**src/rtl/cfg_serial_ctrl.sv**
```systemverilog
// Serial configuration write controller: shifts a word MSB-first on a shared sdata line, clocked by one selected ser_clk line.
// Latency: done is seen 2*CLK_DIV*B + CLK_DIV + 1 cycles after acceptance (B = shifted bits); err is seen 1 cycle after acceptance.
// Backpressure: req_ready is high only in IDLE; a request held valid is taken in the done cycle. Optional feature macro: CFG_SER_PARITY_EN.
module cfg_serial_ctrl #(
    parameter int DATA_W  = 32,
    parameter int NUM_CLK = 2,
    parameter int CLK_DIV = 2
) (
    input  logic              clk,
    input  logic              rst,
    input  logic              req_valid,
    output logic              req_ready,
    input  logic [7:0]        req_sel,
    input  logic [5:0]        req_len,
    input  logic [DATA_W-1:0] req_data,
    output logic              sdata,
    output logic [NUM_CLK-1:0] ser_clk,
    output logic              busy,
    output logic              done,
    output logic              err
);

    localparam int CW = (CLK_DIV > 1) ? $clog2(CLK_DIV) : 1;
    localparam int BW = $clog2(DATA_W + 2);

    typedef enum logic [1:0] {IDLE, LOW, HIGH, HOLD} state_t;

    state_t              state;
    logic [CW-1:0]       phase_cnt;
    logic [BW-1:0]       bit_idx;
    logic [DATA_W:0]     word_q;
    logic [NUM_CLK-1:0]  sel_mask_q;

    logic                legal;
    logic [DATA_W-1:0]   masked;
    logic [DATA_W:0]     word_nxt;
    logic [BW-1:0]       nbits;
    logic [NUM_CLK-1:0]  sel_mask;
    logic                phase_end;

    // Decode the incoming request: legality, masked word (plus parity bit when enabled) and line mask
    always_comb begin
        legal = (req_sel != 8'd0) && (int'(req_sel) <= NUM_CLK) &&
                (req_len != 6'd0) && (int'(req_len) <= DATA_W);
        masked = '0;
        for (int i = 0; i < DATA_W; i++) begin
            masked[i] = (i < int'(req_len)) ? req_data[i] : 1'b0;
        end
`ifdef CFG_SER_PARITY_EN
        // Parity bit goes last so the total count of ones on the wire is odd
        word_nxt = {masked, ~(^masked)};
        nbits    = BW'(req_len) + BW'(1);
`else
        word_nxt = {1'b0, masked};
        nbits    = BW'(req_len);
`endif
        sel_mask  = NUM_CLK'(1) << (req_sel - 8'd1);
        phase_end = (phase_cnt == CW'(CLK_DIV - 1));
    end

    // Single-process FSM; every output is a flop so the serial clocks never glitch
    always_ff @(posedge clk or posedge rst) begin
        if (rst) begin
            state      <= IDLE;
            phase_cnt  <= '0;
            bit_idx    <= '0;
            word_q     <= '0;
            sel_mask_q <= '0;
            req_ready  <= 1'b1;
            sdata      <= 1'b0;
            ser_clk    <= '0;
            busy       <= 1'b0;
            done       <= 1'b0;
            err        <= 1'b0;
        end else begin
            done <= 1'b0;
            err  <= 1'b0;
            case (state)
                IDLE: begin
                    if (req_valid) begin
                        if (legal) begin
                            state      <= LOW;
                            phase_cnt  <= '0;
                            word_q     <= word_nxt;
                            bit_idx    <= nbits - BW'(1);
                            sel_mask_q <= sel_mask;
                            sdata      <= word_nxt[nbits - BW'(1)];
                            busy       <= 1'b1;
                            req_ready  <= 1'b0;
                        end else begin
                            err <= 1'b1;
                        end
                    end
                end
                LOW: begin
                    if (phase_end) begin
                        phase_cnt <= '0;
                        ser_clk   <= sel_mask_q;
                        state     <= HIGH;
                    end else begin
                        phase_cnt <= phase_cnt + CW'(1);
                    end
                end
                HIGH: begin
                    if (phase_end) begin
                        phase_cnt <= '0;
                        ser_clk   <= '0;
                        if (bit_idx == '0) begin
                            sdata <= 1'b0;
                            state <= HOLD;
                        end else begin
                            bit_idx <= bit_idx - BW'(1);
                            sdata   <= word_q[bit_idx - BW'(1)];
                            state   <= LOW;
                        end
                    end else begin
                        phase_cnt <= phase_cnt + CW'(1);
                    end
                end
                HOLD: begin
                    if (phase_end) begin
                        phase_cnt <= '0;
                        state     <= IDLE;
                        busy      <= 1'b0;
                        done      <= 1'b1;
                        req_ready <= 1'b1;
                    end else begin
                        phase_cnt <= phase_cnt + CW'(1);
                    end
                end
                default: state <= IDLE;
            endcase
        end
    end

endmodule

```
**config.mk**
```make
export PLATFORM = sky130hd
export DESIGN_NAME = cfg_serial_ctrl
export DESIGN_NICKNAME = d
export VERILOG_FILES = /design/src/rtl/cfg_serial_ctrl.sv
export SDC_FILE = /design/constraint.sdc
export NUM_CORES = 1
export LEC_CHECK = 0
export ABC_AREA = 1
export CORE_ASPECT_RATIO = 1.5
export CORE_MARGIN = 5
export CORE_UTILIZATION = 50
export DETAILED_ROUTE_END_ITERATION = 10
export PLACE_DENSITY = 0.86
export SLEW_MARGIN = 25
export SYNTH_ARGS = -nofsm -noshare
export SYNTH_HDL_FRONTEND = slang
export SYNTH_SLANG_ARGS = --single-unit
export TNS_END_PERCENT = 20
```
**constraint.sdc**
```tcl
create_clock -name clk -period 5 [get_ports clk]
set_input_delay 1.25 -clock clk [delete_from_list [all_inputs] [get_ports clk]]
set_output_delay 1.25 -clock clk [all_outputs]
set_load 0.05 [all_outputs]
```
==> out/metrics.yaml, run 1 <==
timing:
  maxSlewViolCount: 0
  max_freq_mhz: 280.6
  worstMarginPinSlew_ps: 948.0
  setup_viol: 0
  fin_tns_setup_ps: 0
  finalClockSkew_ps: 6.348
  maxSlewHeadroom_pct: 36.34
  grt_setup_unrepaired: "false"
  final.min_clock_period_ps: 3564
  hold_viol: 0
  fin_crit_sh_pct: 71.28
synthesis:
  post-synth-top-count-cell: "nand2_1"
  synth_seq_cells: 50
  async_reset_ff_share_pct: 100.0
  synth_cell_types: 39
  yosysTopAreaCellShare_pct: 34.74
  synth_edf_count: 0
  avgSynthCellArea_um2: 7.003
  yosysWarningCount: 0
  synth_area_um2: 3530
  ys_top_cells_by_count: "nand2_1, nand3_1, inv_1, dfrtp_1, o21ai_0"
  ys.flop_type: "dfrtp_1"
  synthCells: 504
  synth_area_leader_cell: "dfrtp_1"
  ys_seq_area_share_pct: 35.48
  synth_nets: 561
  synth_top_cells_by_area: "dfrtp_1, nand2_1, nand3_1, inv_1, o21ai_0"
global_route:
  grt_max_degree: 53
  top_usage_layer: "met2"
  grt_util_met2_pct: 39.08
  overflow: 0
  grt_util_met3_pct: 2.548
  antenna_found_initial: 0
  track_usage_pct: 22.00
  grt.met1_usage_pct: 25.30
  grt_pass1_vias: 3520
  grt_pass1_wl_um: 15720
clock_network:
  cts_hold_buffers: 0
  cts_root_buf: "clkbuf_8"
  cts_buffers: 5
  cts.sinks: 50
  cts_resized: 0
  cts.htree.levels: 2
  insertion_delay_ps: 300
  post_cts_buffers: 0
  clk_pin_slew_ps: 80
  cts.path.max_buffers: 2
  cts_tree: "done"
worst_setup_path:
  crit_path_end_kind: "flop"
  crit_family: "buffers and inverters"
  crit_top_cell: "nand2_1"
  slowest_stage: "xnor2_1"
  startpoint_type: "primary input"
  path_depth: 13
  arrival_ps: 3790
  critPathMaxFanout: 17
  crit_chain: "clkdlybuf4s50_1 > clkinv_1 > buf_4 > ha_1 > xnor2_1 > nand3_1 > nand2_1 > inv_1 > nand2_1 > nand2_1 > nand2_1 > nand3_1 > a21oi_1"
  worst-path-buf-inv: 4
  worstPathRequired_ps: 5230
  path_class: "primary input to flop"
  cpPeakStageDelay_ps: 760
  ff2ff_path_depth: 11
die:
  die_x_um: 78.60
  start_util_pct: 51.17
  fp.dieH_um: 112.9
  rows: 37
  io_pins: 56
  dieArea_um2: 8874
  core_um2: 6898
min_path:
  hold_depth: 2
  hold_path_class: "flop to flop"
detailed_routing:
  drt-total-wl_um: 9480
  drc: 0
  drtIter0Drc: 310
  avgViaCountPerCell: 5.712
  dr_total_vias: 3587
  drtPass1Iterations: 5
  wl_per_cell_um: 15.10
  ant_nets: 0
cells_and_area:
  seqCellArea_um2: 1252
  nets: 606
  multi_input_area_um2: 1919
  diodes: 0
  synthToLayoutAreaGrowth_pct: 17.62
  fill_cells: 639
  final_layout_size_suffix_gt1_share_pct: 6.364
placement:
  hpwl_um: 7522
  io_buffers: 55
  place_congestion: 0.9936
pwr:
  p_leak_nw: 1.921
  power_per_cell_area_nw_per_um2: 190.2
  ir_drop_mv: 0.1172
  p_total_mw: 0.7896
run_status:
  outcome: "finished, final reports clean"
job:
  maxCapViolations: 0
[worst min-delay path: stages, from the launching register on]
cell	delay, ps
dfrtp_1	350
nand2_1	60
nand2_1	50
[cells in the final DEF, fill, tap and decap left out, types with 3 or more instances in the layout]
cell type,Yosys,layout
nor2_1,32,32
clkbuf_8,0,5
nor3_1,4,4
xor2_1,4,4
nand2_1,119,119
a21oi_1,17,17
inv_1,53,52
o21ai_0,36,36
o21ai_2,6,6
buf_4,4,4
o21ai_1,20,20
nand3_1,87,87
xnor2_1,3,3
ha_1,8,8
a31oi_1,4,4
dfrtp_1,49,49
nor2_4,4,4
nand4_1,13,13
clkdlybuf4s50_1,0,55
[path summary, 6_finish.rpt]
path                                 start            end  slack, ps
max in group asynchronous              rst      word_q[7]       3110
worst min-delay path            word_q[23]     word_q[23]        490
worst min register to register  word_q[23]     word_q[23]        490
worst max-delay path            req_len[0]          sdata       1440
worst max register to register  bit_idx[0]          sdata       1970
min in group asynchronous              rst  sel_mask_q[0]       1390
[layout make-up]
| class | instances | area share, % |
|---|---|---|
| sequential | 50 | 30.17 |
| clock buffer | 7 | 1.838 |
| tap | 78 | 2.351 |
| multi-input combinational | 376 | 46.23 |
| inverter | 57 | 5.244 |
| clock inverter | 1 | 0.1808 |
| timing repair buffer | 59 | 13.98 |
[logic make-up after synthesis]
kind of cell | share of synthesized area, %
xor+xnor | 1.737
compound gates | 14.46
fa+ha+maj | 2.836
simple gates | 35.34
buf+inv | 10.14
flops | 35.48
[stage by stage]
step | setup slack, ps | instance area (um2) | std cells | utilization (%) | hold WS [ps]
final | 1436 | 4151 | 628 | 60.19 | 492.4
after global routing | 1297 | 4151 | 628 | 60.19 | 513.7
after CTS | 1528 | 4150 | 628 | 60.17 | 488.5
after detailed placement | 1219 | 4066 | 620 | 58.95 | 466.2
after global placement | 1205 | 4066 | 620 | 58.95 | 465.4
after floorplan | 1934 | 3530 | 504 | - | 449.2
[state kept, by name, indices dropped and copies added, names as in the netlist]
signal	count
sdata	1
bit_idx	6
word_q	32
phase_cnt	1
state	2
busy	1
done	1
ser_clk	2
sel_mask_q	2
err	1
req_ready	1
[power by group]
group | internal, mW | switching, mW
sequential | 0.404 | 0.000187
combinational | 0.0663 | 0.0925
clock | 0.0991 | 0.127
[metal layers]
metal,vias to the layer above,routed length (um)
li1,1764,-
met1,1641,3694
met2,146,4890
met3,36,501
met4,0,394
met5,-,0
No activity file was read; power rests on OpenSTA's default activity.
==> run 2, diff against run 1 <==
==> constraint.sdc (replaced) <==
create_clock -name clk -period 3.3 [get_ports clk]
set_input_delay 0.825 -clock clk [delete_from_list [all_inputs] [get_ports clk]]
set_output_delay 0.825 -clock clk [all_outputs]
set_load 0.05 [all_outputs]
==> run 2 against run 1 <==
Against the previous run:
- die area did not move
- global-route usage rose by 0.11 points
- clock skew rose by 0.87 ps
- wire length rose by 0.90%
- critical path type unchanged
- largest cell class unchanged
- highest routed layer unchanged
==> out/metrics.yaml, run 2 (synthesis gave the netlist of run 1 again) <==
clock_network:
  cts.sinks: 50
  cts_buffers: 5
  post_cts_buffers: 0
  cts_hold_buffers: 0
  clk_pin_slew_ps: 80
  cts_tree: "done"
  cts.path.max_buffers: 2
  insertion_delay_ps: 310
  cts_resized: 0
  cts_root_buf: "clkbuf_8"
  cts.htree.levels: 2
placement:
  dpl-instance-area_um2: 4141
  hpwl_um: 7702
  place_congestion: 1.005
  io_buffers: 55
  pre_cts_ws_ps: 223.9
pwr:
  p_clk_share_pct: 33.1
  p_seq_share_pct: 47.8
  p_total_mw: 1.282
  power_per_cell_area_nw_per_um2: 301.6
  p_leak_nw: 1.983
  internal_power_mw: 0.9453
  p_switching_mw: 0.3371
  ir_drop_mv: 0.1983
  switching_share_pct: 26.29
  comb_power_share_pct: 19.1
die:
  rows: 37
  io_pins: 56
  dieArea_um2: 8874
  core_um2: 6898
  die_x_um: 78.60
  fp.dieH_um: 112.9
  start_util_pct: 51.17
timing:
  setup_viol: 0
  fin_crit_sh_pct: 84.01
  worstMarginPinSlew_ps: 649.8
  hold_viol: 0
  max_freq_mhz: 360.7
  maxSlewViolCount: 0
  grt_setup_unrepaired: "false"
  finalClockSkew_ps: 7.219
  finalWorstSetupSlack_ps: 527.6
  final.min_clock_period_ps: 2772
  maxSlewHeadroom_pct: 56.52
  fin_tns_setup_ps: 0
worst_setup_path:
  crit_path_end_kind: "flop"
  worst-path-buf-inv: 4
  critPathMaxFanout: 55
  startpoint_type: "primary input"
  arrival_ps: 2970
  r2r_slack_ps: 1180
  worstPathRequired_ps: 3500
  ff2ff_path_depth: 12
  rr_endpoint: "sdata"
  crit_family: "buffers and inverters"
  cpPeakStageDelay_ps: 450
  path_class: "primary input to flop"
  crit_chain: "clkdlybuf4s50_1 > inv_2 > ha_1 > nand3_1 > nand3_2 > nor2_4 > nand3_4 > buf_4 > inv_2 > nand3_1 > o21ai_0"
  slowest_stage: "clkdlybuf4s50_1"
  rr_startpoint: "bit_idx[0]"
min_path:
  hp-start: "req_ready"
  hold_path_class: "flop to flop"
  hold_end: "req_ready"
  hold_depth: 2
cells_and_area:
  multi_input_area_um2: 1919
  largest_reg_flops: 32
  regMostFlops: "word_q"
  fill_cells: 635
  fin_area_um2: 4252
  layout_common_cells: "nand2_1, nand3_1, clkdlybuf4s50_1"
  seqCellArea_um2: 1252
  fin_util_pct: 61.64
  diodes: 0
  synthToLayoutAreaGrowth_pct: 20.45
  nets: 616
  final_layout_size_suffix_gt1_share_pct: 8.214
  final_common_cell: "nand2_1"
  largest_registers: "word_q: 32 flops, bit_idx: 6 flops"
global_route:
  track_usage_pct: 22.11
  antenna_found_initial: 0
  grt_pass1_wl_um: 15570
  grt_pass1_vias: 3388
  grt_max_degree: 56
  overflow: 0
job:
  maxCapViolations: 0
detailed_routing:
  drt-total-wl_um: 9565
  avgViaCountPerCell: 5.585
  drtIter0Drc: 237
  ant_nets: 0
  dr_total_vias: 3563
  drtPass1Iterations: 7
  drc: 0
  wl_per_cell_um: 14.99
run_status:
  outcome: "finished, final reports clean"
[run 2: cell types whose count changed in the layout (fill, tap and decap cells not counted), sizes merged]
| cell | previous run | this run |
|---|---|---|
| buf | 4 | 14 |
| bufinv | 0 | 1 |
| clkbuf | 7 | 6 |
| clkinv | 2 | 1 |
| inv | 55 | 56 |
[run 2: power by group through the flow]
| stage | Sequential (mW) | Clock [mW] | Combinational [mW] |
|---|---|---|---|
| after detailed placement | 0.625 | 0 | 0.243 |
| after global placement | 0.625 | 0 | 0.241 |
| after CTS | 0.613 | 0.434 | 0.243 |
| final | 0.613 | 0.424 | 0.245 |
| after floorplan | 0.628 | 0 | 0.131 |
| after global routing | 0.613 | 0.464 | 0.269 |
[run 2: final cells by class]
cell class	instances	share of cell area, %
Multi-Input combinational cell	376	45.14
Sequential cell	50	29.46
Timing Repair Buffer	69	15.42
Inverter	57	5.091
Tap cell	78	2.295
Clock buffer	6	1.707
Clock inverter	2	0.8829
[run 2: per-layer routing]
layer / global-route usage (%) / wire length, um
met5: 0 / 0
met1: 24.21 / 3697
met2: 40.16 / 4917
met4: 13.07 / 444
met3: 2.627 / 506
[run 2: worst reg2reg max path, stage by stage, from the launching register on]
cell and delay [ps]:
dfrtp_1 360, inv_1 90, ha_1 390, inv_1 240, a21oi_1 190, o21ai_0 120, nand3_1 90, nand3_1 110
a21o_1 210, nand3_1 70, nand2_1 50, inv_1 40, a21oi_1 50
[run 2: worst max path at each step]
stage | startpoint | end | cells past startpoint
after global routing | req_len[1] | word_q[17] | 11
after global placement | req_len[1] | word_q[21] | 11
final | req_len[1] | word_q[1] | 11
after CTS | req_len[1] | word_q[1] | 11
after floorplan | req_len[0] | bit_idx[5] | 13
after detailed placement | req_len[1] | word_q[1] | 11
[run 2: per-stage QoR]
step	cells	hold slack, ps
after CTS	638	495.3
final	638	488.1
after global routing	638	521.6
after global placement	630	464.8
after detailed placement	630	475.6
after floorplan	504	449.2
==> run 3, diff against run 2 <==
==> constraint.sdc (replaced) <==
create_clock -name clk -period 2.7 [get_ports clk]
set_input_delay 0.675 -clock clk [delete_from_list [all_inputs] [get_ports clk]]
set_output_delay 0.675 -clock clk [all_outputs]
set_load 0.05 [all_outputs]
==> run 3 against run 2 <==
Against the previous run:
- combinational power increased by 29%
- critical path type unchanged
- global-route usage is 0.66 points higher
- final area up 2.3%
- hold slack got worse by 5.1 ps
- sequential share of layout area fell by 0.67 points
- sequential power up 22%
- wire length up 0.81%
- first-iteration DRC count down 5.5%
- count of clock-buffer cells in the layout did not move
==> out/metrics.yaml, run 3 (synthesis gave the netlist of run 1 again) <==
cells_and_area:
  seqCellArea_um2: 1252
  largest_registers: "word_q: 32 flops, bit_idx: 6 flops"
  largest_reg_flops: 32
  fill_cells: 634
  final_common_cell: "nand2_1"
  layout_common_cells: "nand2_1, nand3_1, clkdlybuf4s50_1"
  fin_cells: 651
  nets: 629
  diodes: 0
  regMostFlops: "word_q"
  multi_input_area_um2: 1919
  synthToLayoutAreaGrowth_pct: 23.25
  final_layout_size_suffix_gt1_share_pct: 10.30
die:
  core_um2: 6898
  io_pins: 56
  start_util_pct: 51.17
  dieArea_um2: 8874
  fp.dieH_um: 112.9
  die_x_um: 78.60
  rows: 37
detailed_routing:
  wl_per_cell_um: 14.81
  avgViaCountPerCell: 5.634
  ant_nets: 0
  drc: 0
  drtIter0Drc: 224
  drt-total-wl_um: 9642
  drtPass1Iterations: 5
  dr_total_vias: 3668
global_route:
  grt.met1_usage_pct: 26.40
  grt_pass1_vias: 3622
  top_usage_layer: "met2"
  grt_max_degree: 56
  grt_util_met2_pct: 39.53
  track_usage_pct: 22.77
  grt_util_met3_pct: 3.264
  antenna_found_initial: 0
  grt_pass1_wl_um: 16230
  overflow: 0
placement:
  pre_cts_ws_ps: -87.57
  place_congestion: 0.9671
  io_buffers: 55
  hpwl_um: 7808
  dp_cells: 643
min_path:
  hold_path_class: "flop to flop"
pwr:
  p_leak_nw: 2.051
  power_per_cell_area_nw_per_um2: 342.3
  ir_drop_mv: 0.1525
clock_network:
  clk_pin_slew_ps: 80
  cts_root_buf: "clkbuf_8"
  cts_buffers: 5
  cts_resized: 0
  cts_tree: "done"
  cts.path.max_buffers: 2
  insertion_delay_ps: 310
  cts.sinks: 50
  post_cts_buffers: 0
  cts.htree.levels: 2
  cts_hold_buffers: 0
worst_setup_path:
  critPathMaxFanout: 9
  arrival_ps: 2670
  startpoint_type: "primary input"
  crit_path_end_kind: "flop"
  path_class: "primary input to flop"
  r2r_slack_ps: 460
  worstPathRequired_ps: 2900
timing:
  maxSlewViolCount: 0
  final.min_clock_period_ps: 2465
  finalWorstSetupSlack_ps: 235.4
  maxSlewHeadroom_pct: 58.18
  hold_viol: 0
  fin_crit_sh_pct: 91.28
  max_freq_mhz: 405.7
  worstMarginPinSlew_ps: 625.0
  setup_viol: 0
  grt_setup_unrepaired: "false"
  finalClockSkew_ps: 5.036
run_status:
  outcome: "finished, final reports clean"
job:
  maxCapViolations: 0
-- run 3: cell types whose count changed in the layout (fill, tap and decap cells not counted) --
| cell | before | now |
|---|---|---|
| buf_4 | 14 | 25 |
| buf_12 | 0 | 2 |
| bufinv_16 | 1 | 0 |
| clkinv_2 | 0 | 1 |
| clkinv_4 | 0 | 1 |
| clkinvlp_4 | 1 | 0 |
-- run 3: worst paths after layout --
kind                             from       endpoint  cells past startpoint
setup / recovery           req_len[3]          sdata                     12
hold / removal              req_ready      req_ready                      2
setup reg to reg           bit_idx[0]          sdata                     12
hold reg to reg             req_ready      req_ready                      2
max in group asynchronous         rst      req_ready                      3
min in group asynchronous         rst  sel_mask_q[1]                      2
-- run 3: worst max-delay path: stages --
cell and delay [ps]:
clkdlybuf4s50_1 680, inv_1 140, nor2_1 390, nand3_1 180, nand3_1 120, nand3_1 70, nand3_1 80, nand3_1 70
nand2_1 80, nand2_1 50, nand3_1 80, a21oi_1 60
-- run 3: where the power goes --
| group | internal [mW] | switching [mW] |
|---|---|---|
| clock | 0.183 | 0.242 |
| combinational | 0.144 | 0.172 |
| sequential | 0.749 | 0.000332 |
| total | 1.08 | 0.414 |
-- run 3: stage by stage --
| stage | instance area (um2) | hold slack (ps) | power, mW | setup TNS [ps] | util [%] |
|---|---|---|---|---|---|
| floorplan | 3530 | 449.2 | 0.9271 | 0 | - |
| global placement | 4264 | 465.0 | 1.074 | 0 | 61.82 |
| detailed placement | 4264 | 465.8 | 1.077 | -257.7 | 61.82 |
| CTS | 4350 | 488.0 | 1.496 | 0 | 63.07 |
| global route | 4350 | 516.9 | 1.572 | 0 | 63.07 |
| finish | 4350 | 483.0 | 1.489 | 0 | 63.07 |
-- run 3: metal layers --
metal,part of all wire [%],wire length (um),vias to the layer above
li1,-,-,1807
met1,40,3861,1687
met2,51,4923,137
met3,4.7,451,37
met4,4.2,405,0
met5,0,0,-
-- run 3: cell type report --
| type | instances | area share (%) |
|---|---|---|
| clock inverters | 2 | 0.3164 |
| flip-flops and latches | 50 | 28.79 |
| multi-input cells | 376 | 44.12 |
| inverters | 57 | 4.976 |
| well taps | 78 | 2.243 |
| clock buffers | 6 | 1.668 |
| repair buffers | 82 | 17.89 |
